$ cat src/rtl/chebyshev_recurrence_pkg.sv
// Shared definitions for the Chebyshev term generator: FSM encodings and
// the fixed-point one-constant helper.
package chebyshev_recurrence_pkg;

   typedef enum logic [1:0] {
      ST_IDLE    = 2'd0,
      ST_EMIT    = 2'd1,
      ST_COMPUTE = 2'd2
   } state_t;

   // 1.0 in a format with frac fraction bits; callers cast to their word length
   function automatic logic [63:0] fxp_one(input int frac);
      return 64'd1 << frac;
   endfunction

endpackage

$ cat src/rtl/chebyshev_fxp_mul.sv
// Combinational doubled fixed-point product: wrap(((a*b) << 1) >>> FRAC).
// The shift truncates toward minus infinity; the result wraps to WL bits.
module chebyshev_fxp_mul #(
   parameter int WL   = 16,
   parameter int FRAC = 12
) (
   input  logic [WL-1:0] a,
   input  logic [WL-1:0] b,
   output logic [WL-1:0] y
);

   logic signed [2*WL-1:0] a_ext;
   logic signed [2*WL-1:0] b_ext;
   logic signed [2*WL-1:0] prod;

   assign a_ext = {{WL{a[WL-1]}}, a};
   assign b_ext = {{WL{b[WL-1]}}, b};
   assign prod  = a_ext * b_ext;

   // Doubling then shifting by FRAC equals taking bits [WL+FRAC-2 : FRAC-1]
   assign y = WL'(prod >>> (FRAC - 1));

endmodule

$ cat src/rtl/chebyshev_recurrence.sv
// Sequential generator of T_0(x)..T_N(x) via T_k = 2x*T_{k-1} - T_{k-2},
// emitting one unsaturated WL-bit term per valid/ready handshake.
//
// state      | meaning
// -----------+----------------------------------------------------------
// ST_IDLE    | waiting for start; no term presented
// ST_EMIT    | term T_k presented on out_data, held until handshake
// ST_COMPUTE | one-cycle step computing T_{k+1}, out_valid low
module chebyshev_recurrence
   import chebyshev_recurrence_pkg::*;
#(
   parameter int WL     = 16,
   parameter int I_BITS = 4,
   parameter int N_MAX  = 15,
   localparam int OW    = $clog2(N_MAX + 1)
) (
   input  logic          clk,
   input  logic          rst,
   input  logic          start,
   input  logic [WL-1:0] x_in,
   input  logic [OW-1:0] order_in,
   output logic          busy,
   output logic          out_valid,
   input  logic          out_ready,
   output logic [WL-1:0] out_data,
   output logic [OW-1:0] out_index,
   output logic          out_last
);

   localparam int            FRAC  = WL - I_BITS;
   localparam logic [WL-1:0] ONE   = WL'(fxp_one(FRAC));
   localparam logic [OW-1:0] N_CAP = OW'(N_MAX);

   state_t        state;
   state_t        state_next;

   logic [WL-1:0] x_reg;
   logic [WL-1:0] t_km1;
   logic [WL-1:0] t_km2;
   logic [WL-1:0] mul_y;
   logic [WL-1:0] term;
   logic [OW-1:0] k;
   logic [OW-1:0] k_next;
   logic [OW-1:0] n_reg;
   logic [OW-1:0] order_clamped;
   logic          load;
   logic          advance;
   logic          handshake;
   logic          at_last;

   assign order_clamped = (order_in > N_CAP) ? N_CAP : order_in;
   assign load          = (state == ST_IDLE) && start;
   assign advance       = (state == ST_COMPUTE);
   assign handshake     = (state == ST_EMIT) && out_ready;
   assign at_last       = (k == n_reg);
   assign k_next        = k + 1'b1;
   assign out_index     = k;

   chebyshev_fxp_mul #(
      .WL   (WL),
      .FRAC (FRAC)
   ) u_mul (
      .a (x_reg),
      .b (t_km1),
      .y (mul_y)
   );

   // T_1 is x itself; later terms subtract T_{k-2} with natural wraparound
   assign term = (k == '0) ? x_reg : (mul_y - t_km2);

   always_ff @(posedge clk or posedge rst) begin
      if (rst) begin
         state <= ST_IDLE;
      end else begin
         state <= state_next;
      end
   end

   always_comb begin
      state_next = state;
      case (state)
         ST_IDLE: begin
            if (start) begin
               state_next = ST_EMIT;
            end
         end
         ST_EMIT: begin
            if (handshake) begin
               state_next = at_last ? ST_IDLE : ST_COMPUTE;
            end
         end
         ST_COMPUTE: begin
            state_next = ST_EMIT;
         end
         default: begin
            state_next = ST_IDLE;
         end
      endcase
   end

   always_ff @(posedge clk or posedge rst) begin
      if (rst) begin
         busy      <= 1'b0;
         out_valid <= 1'b0;
         out_data  <= '0;
         out_last  <= 1'b0;
         x_reg     <= '0;
         t_km1     <= '0;
         t_km2     <= '0;
         k         <= '0;
         n_reg     <= '0;
      end else begin
         busy      <= (state_next != ST_IDLE);
         out_valid <= (state_next == ST_EMIT);
         if (load) begin
            x_reg    <= x_in;
            n_reg    <= order_clamped;
            k        <= '0;
            t_km1    <= ONE;
            t_km2    <= '0;
            out_data <= ONE;
            out_last <= (order_clamped == '0);
         end else if (advance) begin
            k        <= k_next;
            t_km2    <= t_km1;
            t_km1    <= term;
            out_data <= term;
            out_last <= (k_next == n_reg);
         end
      end
   end

endmodule

$ cat config.mk
export PLATFORM = sky130hd
export DESIGN_NAME = chebyshev_recurrence
export DESIGN_NICKNAME = d
export VERILOG_FILES = /design/src/rtl/chebyshev_recurrence_pkg.sv /design/src/rtl/chebyshev_fxp_mul.sv /design/src/rtl/chebyshev_recurrence.sv
export SDC_FILE = /design/constraint.sdc
export NUM_CORES = 1
export LEC_CHECK = 0
export CELL_PAD_IN_SITES_DETAIL_PLACEMENT = 1
export CELL_PAD_IN_SITES_GLOBAL_PLACEMENT = 2
export CORE_UTILIZATION = 37
export DETAILED_ROUTE_END_ITERATION = 8
export GPL_TIMING_DRIVEN = 1
export PLACE_DENSITY_LB_ADDON = 0.1
export SLEW_MARGIN = 20
export SYNTH_ARGS = -nofsm -noshare
export SYNTH_HDL_FRONTEND = slang
export SYNTH_HIERARCHICAL = 1
export SYNTH_SLANG_ARGS = --single-unit
$ cat constraint.sdc
create_clock -name clk -period 7.1 [get_ports clk]
set_input_delay 1.775 -clock clk [delete_from_list [all_inputs] [get_ports clk]]
set_output_delay 1.775 -clock clk [all_outputs]
set_load 0.02 [all_outputs]
==> impl_metrics.ini <==
[sta]
hold_violations = 0
fin_crit_ns = 6.90
max_freq_mhz = 145
fin_skew_ns = 0.0155
tightest_slew_ns = 1.05
finalSetupViolCount = 0
worst_slack_ns = 0.196
max_slew_margin_pct = 29.9
slew_viol_final = 0
hold_ws_ns = 0.485
fin_crit_sh_pct = 97.2

[grt]
antenna_found_initial = 1
grt_pass1_wl_um = 58000
grt.total_usage_pct = 23.1
grt_pass1_vias = 10400
grt-ovfl-total = 0
grt_start_max_net_pins = 62

[cells_and_area]
drive_gt1_share_pct = 18.1
final_cell_mix = inv_1 (292), fa_1 (214), nand2_1 (138)
diodes = 0
utilization_pct = 45.9
area_delta_synth_final_pct = 22.2
nets = 1767
layout_commonest_cell = inv_1
design_area_sq_um = 14500

[logic_synthesis]
ys_seq_area_share_pct = 12.9
synthTopCellsByArea = fa_1 (37%), dfrtp_1 (13%), ha_1 (9.5%)
yosys_warnings = 6
ys_types = 68
syn_nets = 1615
yosysTopAreaCell = fa_1
netlist_instances = 1282
syn_area_per_cell_sq_um = 9.25
synth_edf_count = 0
synth_ff_type = dfrtp_1
postSynth.asyncResetShare_pct = 100
yosys.area.top_type_share_pct = 37.0
ys_ff_latch = 61
syn_area_sq_um = 11900

[worst_setup_path]
rr_startpoint = t_km1[4]$_DFFE_PP0P_
critPathArrivalTime_ns = 7.12
cp_max_fo = 5
crit_chain = buf_6 > and2_1 > fa_1 > inv_1 > fa_2 > fa_2 > fa_1 > inv_1 > fa_1 > fa_1 > ha_4 > nand3_2 > o221ai_4 > buf_6 > nand4_1 > a32oi_1 > xor2_1 > ha_2 > buf_6 > nand4_1 > and2b_1 > a211oi_2 > xnor2_1 > o21ai_1
critPathLaunchType = flop
critPathRequiredTime_ns = 7.31
slowest_delay_ns = 0.55
crit_top_cell = fa_1
critPathSlowestCell = fa_1
cp-end-kind = flop
worstSetupPathType = reg -> reg
crit_start = t_km1[4]$_DFFE_PP0P_

[clock_network]
max-clock-path-buffers = 2
clock-sinks = 61
worstSkewPairLatency_ns = 0.35
cts_buffers = 9
clkTransAtPathRegs_ns = 0.06
htree_num_levels = 3
cts_hold_buffers = 0
cts_root_buffer = clkbuf_16
cts_tree = built

[placement]
place_congestion = 0.828
dpl.hpwl_um = 29300
io_buffers = 46
placed_cell_area_sq_um = 13600
pre_cts_ws_ns = -0.161

[routing]
wl_per_cell_um = 19.8
vias = 9116
ant_nets = 0
drt_wl_total_um = 36400
post-route-drc-count = 0
first_iter_violations = 378
avgViaCountPerCell = 4.95
firstDrtPassIters = 4

[hold_path]
hold_class = reg -> reg
worstHoldStart = out_last$_DFFE_PP0P_

[floorplanning]
rows = 65
pin_count = 47
core_sq_um = 31600
start_util_pct = 37.6
die_w_um = 181
die_area_sq_um = 32800
die_h_um = 181

[flow_run]
cap_violations = 0

[run_status]
status = completed
-- layer usage --
layer | track usage (%) | vias up | routed length [um]
li1 | - | 4203 | -
met2 | 41.4 | 110 | 19000
met4 | 4.98 | 0 | 675
met3 | 1.67 | 32 | 742
met1 | 30.6 | 4771 | 15900
met5 | 0 | - | 0
-- final timing paths --
path	endpoint	slack, ns	cells after the start
min reg2reg	out_last$_DFFE_PP0P_	0.48	2
max	t_km1[15]$_DFFE_PP0P_	0.20	24
min in group asynchronous	x_reg[5]$_DFFE_PP0P_	2.02	3
min	out_last$_DFFE_PP0P_	0.48	2
max reg2reg	t_km1[15]$_DFFE_PP0P_	0.20	24
max in group asynchronous	t_km1[6]$_DFFE_PP0P_	4.43	3
-- timing repair --
action,CTS,global route
resized for setup,11,77
hold endpoints to repair,0,0
endpoints found under the setup margin,4,6
pin swaps,2,35
setup buffers,0,27
-- cells by family after synthesis --
kind of cell / synth area share [%]
AND/OR/NAND/NOR: 14.5
multiplexers: 1.98
flip-flops: 12.9
XOR/XNOR: 3.92
buffers and inverters: 11.1
adder cells (fa/ha/maj): 46.5
AO/OA/AOI/OAI: 9.15
-- cells in the mapped netlist, types with 17 or more instances --
cell type    n
nand2_1    139
and2_1     121
clkbuf_1    43
fa_1       219
a21oi_1     27
xnor2_1     36
o21ai_0     31
ha_1        90
dfrtp_1     61
mux2_2      20
inv_1      298
nor2_1      32
a22o_1      20
xor2_1      17
-- through the flow --
step / instances / TNS, ns
global route: 1841 / -0.103
floorplan: 1282 / 0
global placement: 1798 / -0.115
detailed placement: 1798 / -0.376
finish: 1841 / 0
CTS: 1814 / 0
-- area by class of cell --
cell class / count / area, sq um
fillers: 3610 / 17100
repair buffers: 188 / 1720
multi-input cells: 875 / 9280
well taps: 402 / 503
clock buffers: 9 / 225
clock inverters: 7 / 75.1
flip-flops and latches: 61 / 1560
inverters: 299 / 1120
-- critical path, delay by kind of cell (launching register included) --
| kind | cells | cell delay [ns] |
|---|---|---|
| compound gates | 4 | 0.79 |
| xor+xnor | 2 | 0.48 |
| simple gates | 5 | 0.73 |
| buf+inv | 5 | 0.54 |
| flops | 1 | 0.46 |
| fa+ha+maj | 8 | 3.78 |
Power is left out: the tool's default activity adds up to more than one toggle a clock period on the data nets, which glitch-free logic cannot reach.
==> RTL edit, RTL diff (same settings) <==
Re-encode `state_t` (3 states) as one-hot, 3 bits wide.
--- a/src/rtl/chebyshev_recurrence_pkg.sv
+++ b/src/rtl/chebyshev_recurrence_pkg.sv
@@ -2,10 +2,10 @@
 // the fixed-point one-constant helper.
 package chebyshev_recurrence_pkg;
 
-   typedef enum logic [1:0] {
-      ST_IDLE    = 2'd0,
-      ST_EMIT    = 2'd1,
-      ST_COMPUTE = 2'd2
+   typedef enum logic [2:0] {
+      ST_IDLE    = 3'b001,
+      ST_EMIT    = 3'b010,
+      ST_COMPUTE = 3'b100
    } state_t;
 
    // 1.0 in a format with frac fraction bits; callers cast to their word length
Behaviour: no difference found for any inputs over 4 cycles, from zero or initial values and one cycle with rst high; so few cycles prove little.
==> RTL edit against the original RTL <==
- routed wire length rose by 7.5%
- final area increased by 6.2%
- die area up 1.0%
- synthesized area up 1.1%
- sequential cell count grew 1
- highest routed layer unchanged
- setup slack worse by 0.055 ns
Power is not shown: default switching activity piles up to over one toggle a cycle in this logic, so the estimate is an artifact.
==> RTL edit: results (changes against the original RTL) <==
| Metric | Value |
|---|---|
| Status | `finished clean` |
| Vias in the first global route | `10,800 (+4.0%)` |
| Final Net Count | `1,850 (+4.7%)` |
| Synth Warn # | `6 (unchanged)` |
| Top cells by area, synth | `fa_1 (37%), dfrtp_1 (13%), ha_1 (9.4%)` |
| Setup Skew | `0.00908 ns (-0.00638 ns)` |
| Register area share after synthesis | `13.0% (+0.085 points)` |
| Slew Limit Headroom | `42.9% (+13 points)` |
| Clock buffer depth | `2 (unchanged)` |
| Syn_nets | `1,623 (+0.50%)` |
| Top cells by count, synth | `inv_1 (295), fa_1 (219), nand2_1 (138)` |
| CTS root buf | `clkbuf_16` |
| Initial DRC Count | `288 (-24%)` |
| Routability Congestion | `0.882 (+6.5%)` |
| Ant. Diodes | `0 (unchanged)` |
| Distinct cells, synth | `71 (+4.4%)` |
| Slowest cell delay on critical path | `0.58 ns (+0.03 ns)` |
| Arr. time, crit path | `7.16 ns (+0.04 ns)` |
| Port Buf Inserts | `46 (unchanged)` |
| Fillers | `3,604 (-0.17%)` |
| Largest net degree at the start of global routing | `63 (+1.6%)` |
| Initial antenna violation count | `0 (-1)` |
| Routed wire per std cell | `20.3 µm (+2.8%)` |
| Hpwl dp | `31,900 µm (+9.1%)` |
| CP max FO | `8 (+3)` |
| First-pass GRT wire length | `61,300 µm (+5.8%)` |
| Share of cells above drive strength 1 | `24.3% (+6.2 points)` |
| DR vias | `9,534 (+4.6%)` |
| All-Layer GR Usage | `24.5% (+1.3 points)` |
| Pre-CTS setup slack | `-0.452 ns (-0.291 ns)` |
## RTL edit: path summary, 6_finish.rpt
path                        endpoint       from  slack, ns  cells after the start
max reg2reg                t_km1[15]  t_km1[10]       0.14                     24
min reg2reg                 t_km2[4]   t_km2[4]       0.50                      1
max in group asynchronous   t_km1[8]        rst       4.47                      3
max                        t_km1[15]  t_km1[10]       0.14                     24
min in group asynchronous   t_km2[1]        rst       2.01                      3
min                         t_km2[4]   t_km2[4]       0.50                      1
## RTL edit: final cells by class
| class | instances | area [µm²] | share of cell area, % |
|---|---|---|---|
| inverter | 296 | 1110 | 7.22 |
| tap | 402 | 503 | 3.27 |
| clock inverter | 3 | 45.0 | 0.293 |
| clock buffer | 13 | 260 | 1.69 |
| sequential | 62 | 1580 | 10.2 |
| timing repair buffer | 263 | 2290 | 14.9 |
| multi-input combinational | 885 | 9600 | 62.4 |
## RTL edit: worst register-to-register path: cells and delay by family, from the launching register on
family,cells,cell delay [ns]
fa+ha+maj,8,3.83
compound gates,7,1.37
simple gates,2,0.35
flops,1,0.48
buf+inv,5,0.54
xor+xnor,2,0.25
## RTL edit: cell families after synthesis
logic type      after synthesis  synth area share [%]
flops                        62                  13.0
mux                          21                  2.01
compound gates              149                  9.08
buf+inv                     343                  10.9
xor+xnor                     54                  3.95
simple gates                352                  15.1
fa+ha+maj                   309                  46.0
## RTL edit: per-stage QoR
step           utilization, %  instances  cell area, µm²
6_report                 48.5       1924           15400
5_1_grt                  48.5       1924           15400
4_1_cts                  46.7       1903           14800
3_5_place_dp             45.0       1876           14300
3_3_place_gp             45.0       1876           14300
2_1_floorplan               -       1290           12000
## RTL edit: metal layers
| layer | global-route usage, % | part of all wire (%) |
|---|---|---|
| met1 | 32.4 | 45 |
| met2 | 43.4 | 51 |
| met3 | 2.01 | 2.1 |
| met4 | 5.65 | 2.3 |
| met5 | 0 | 0 |
## RTL edit: repair_timing
item                                    in CTS  in global routing
pin swaps                                    3                 58
endpoints found under the setup margin       8                 10
buffers inserted                            11                 21
cloned                                       0                  0
resized for setup                           32                 84
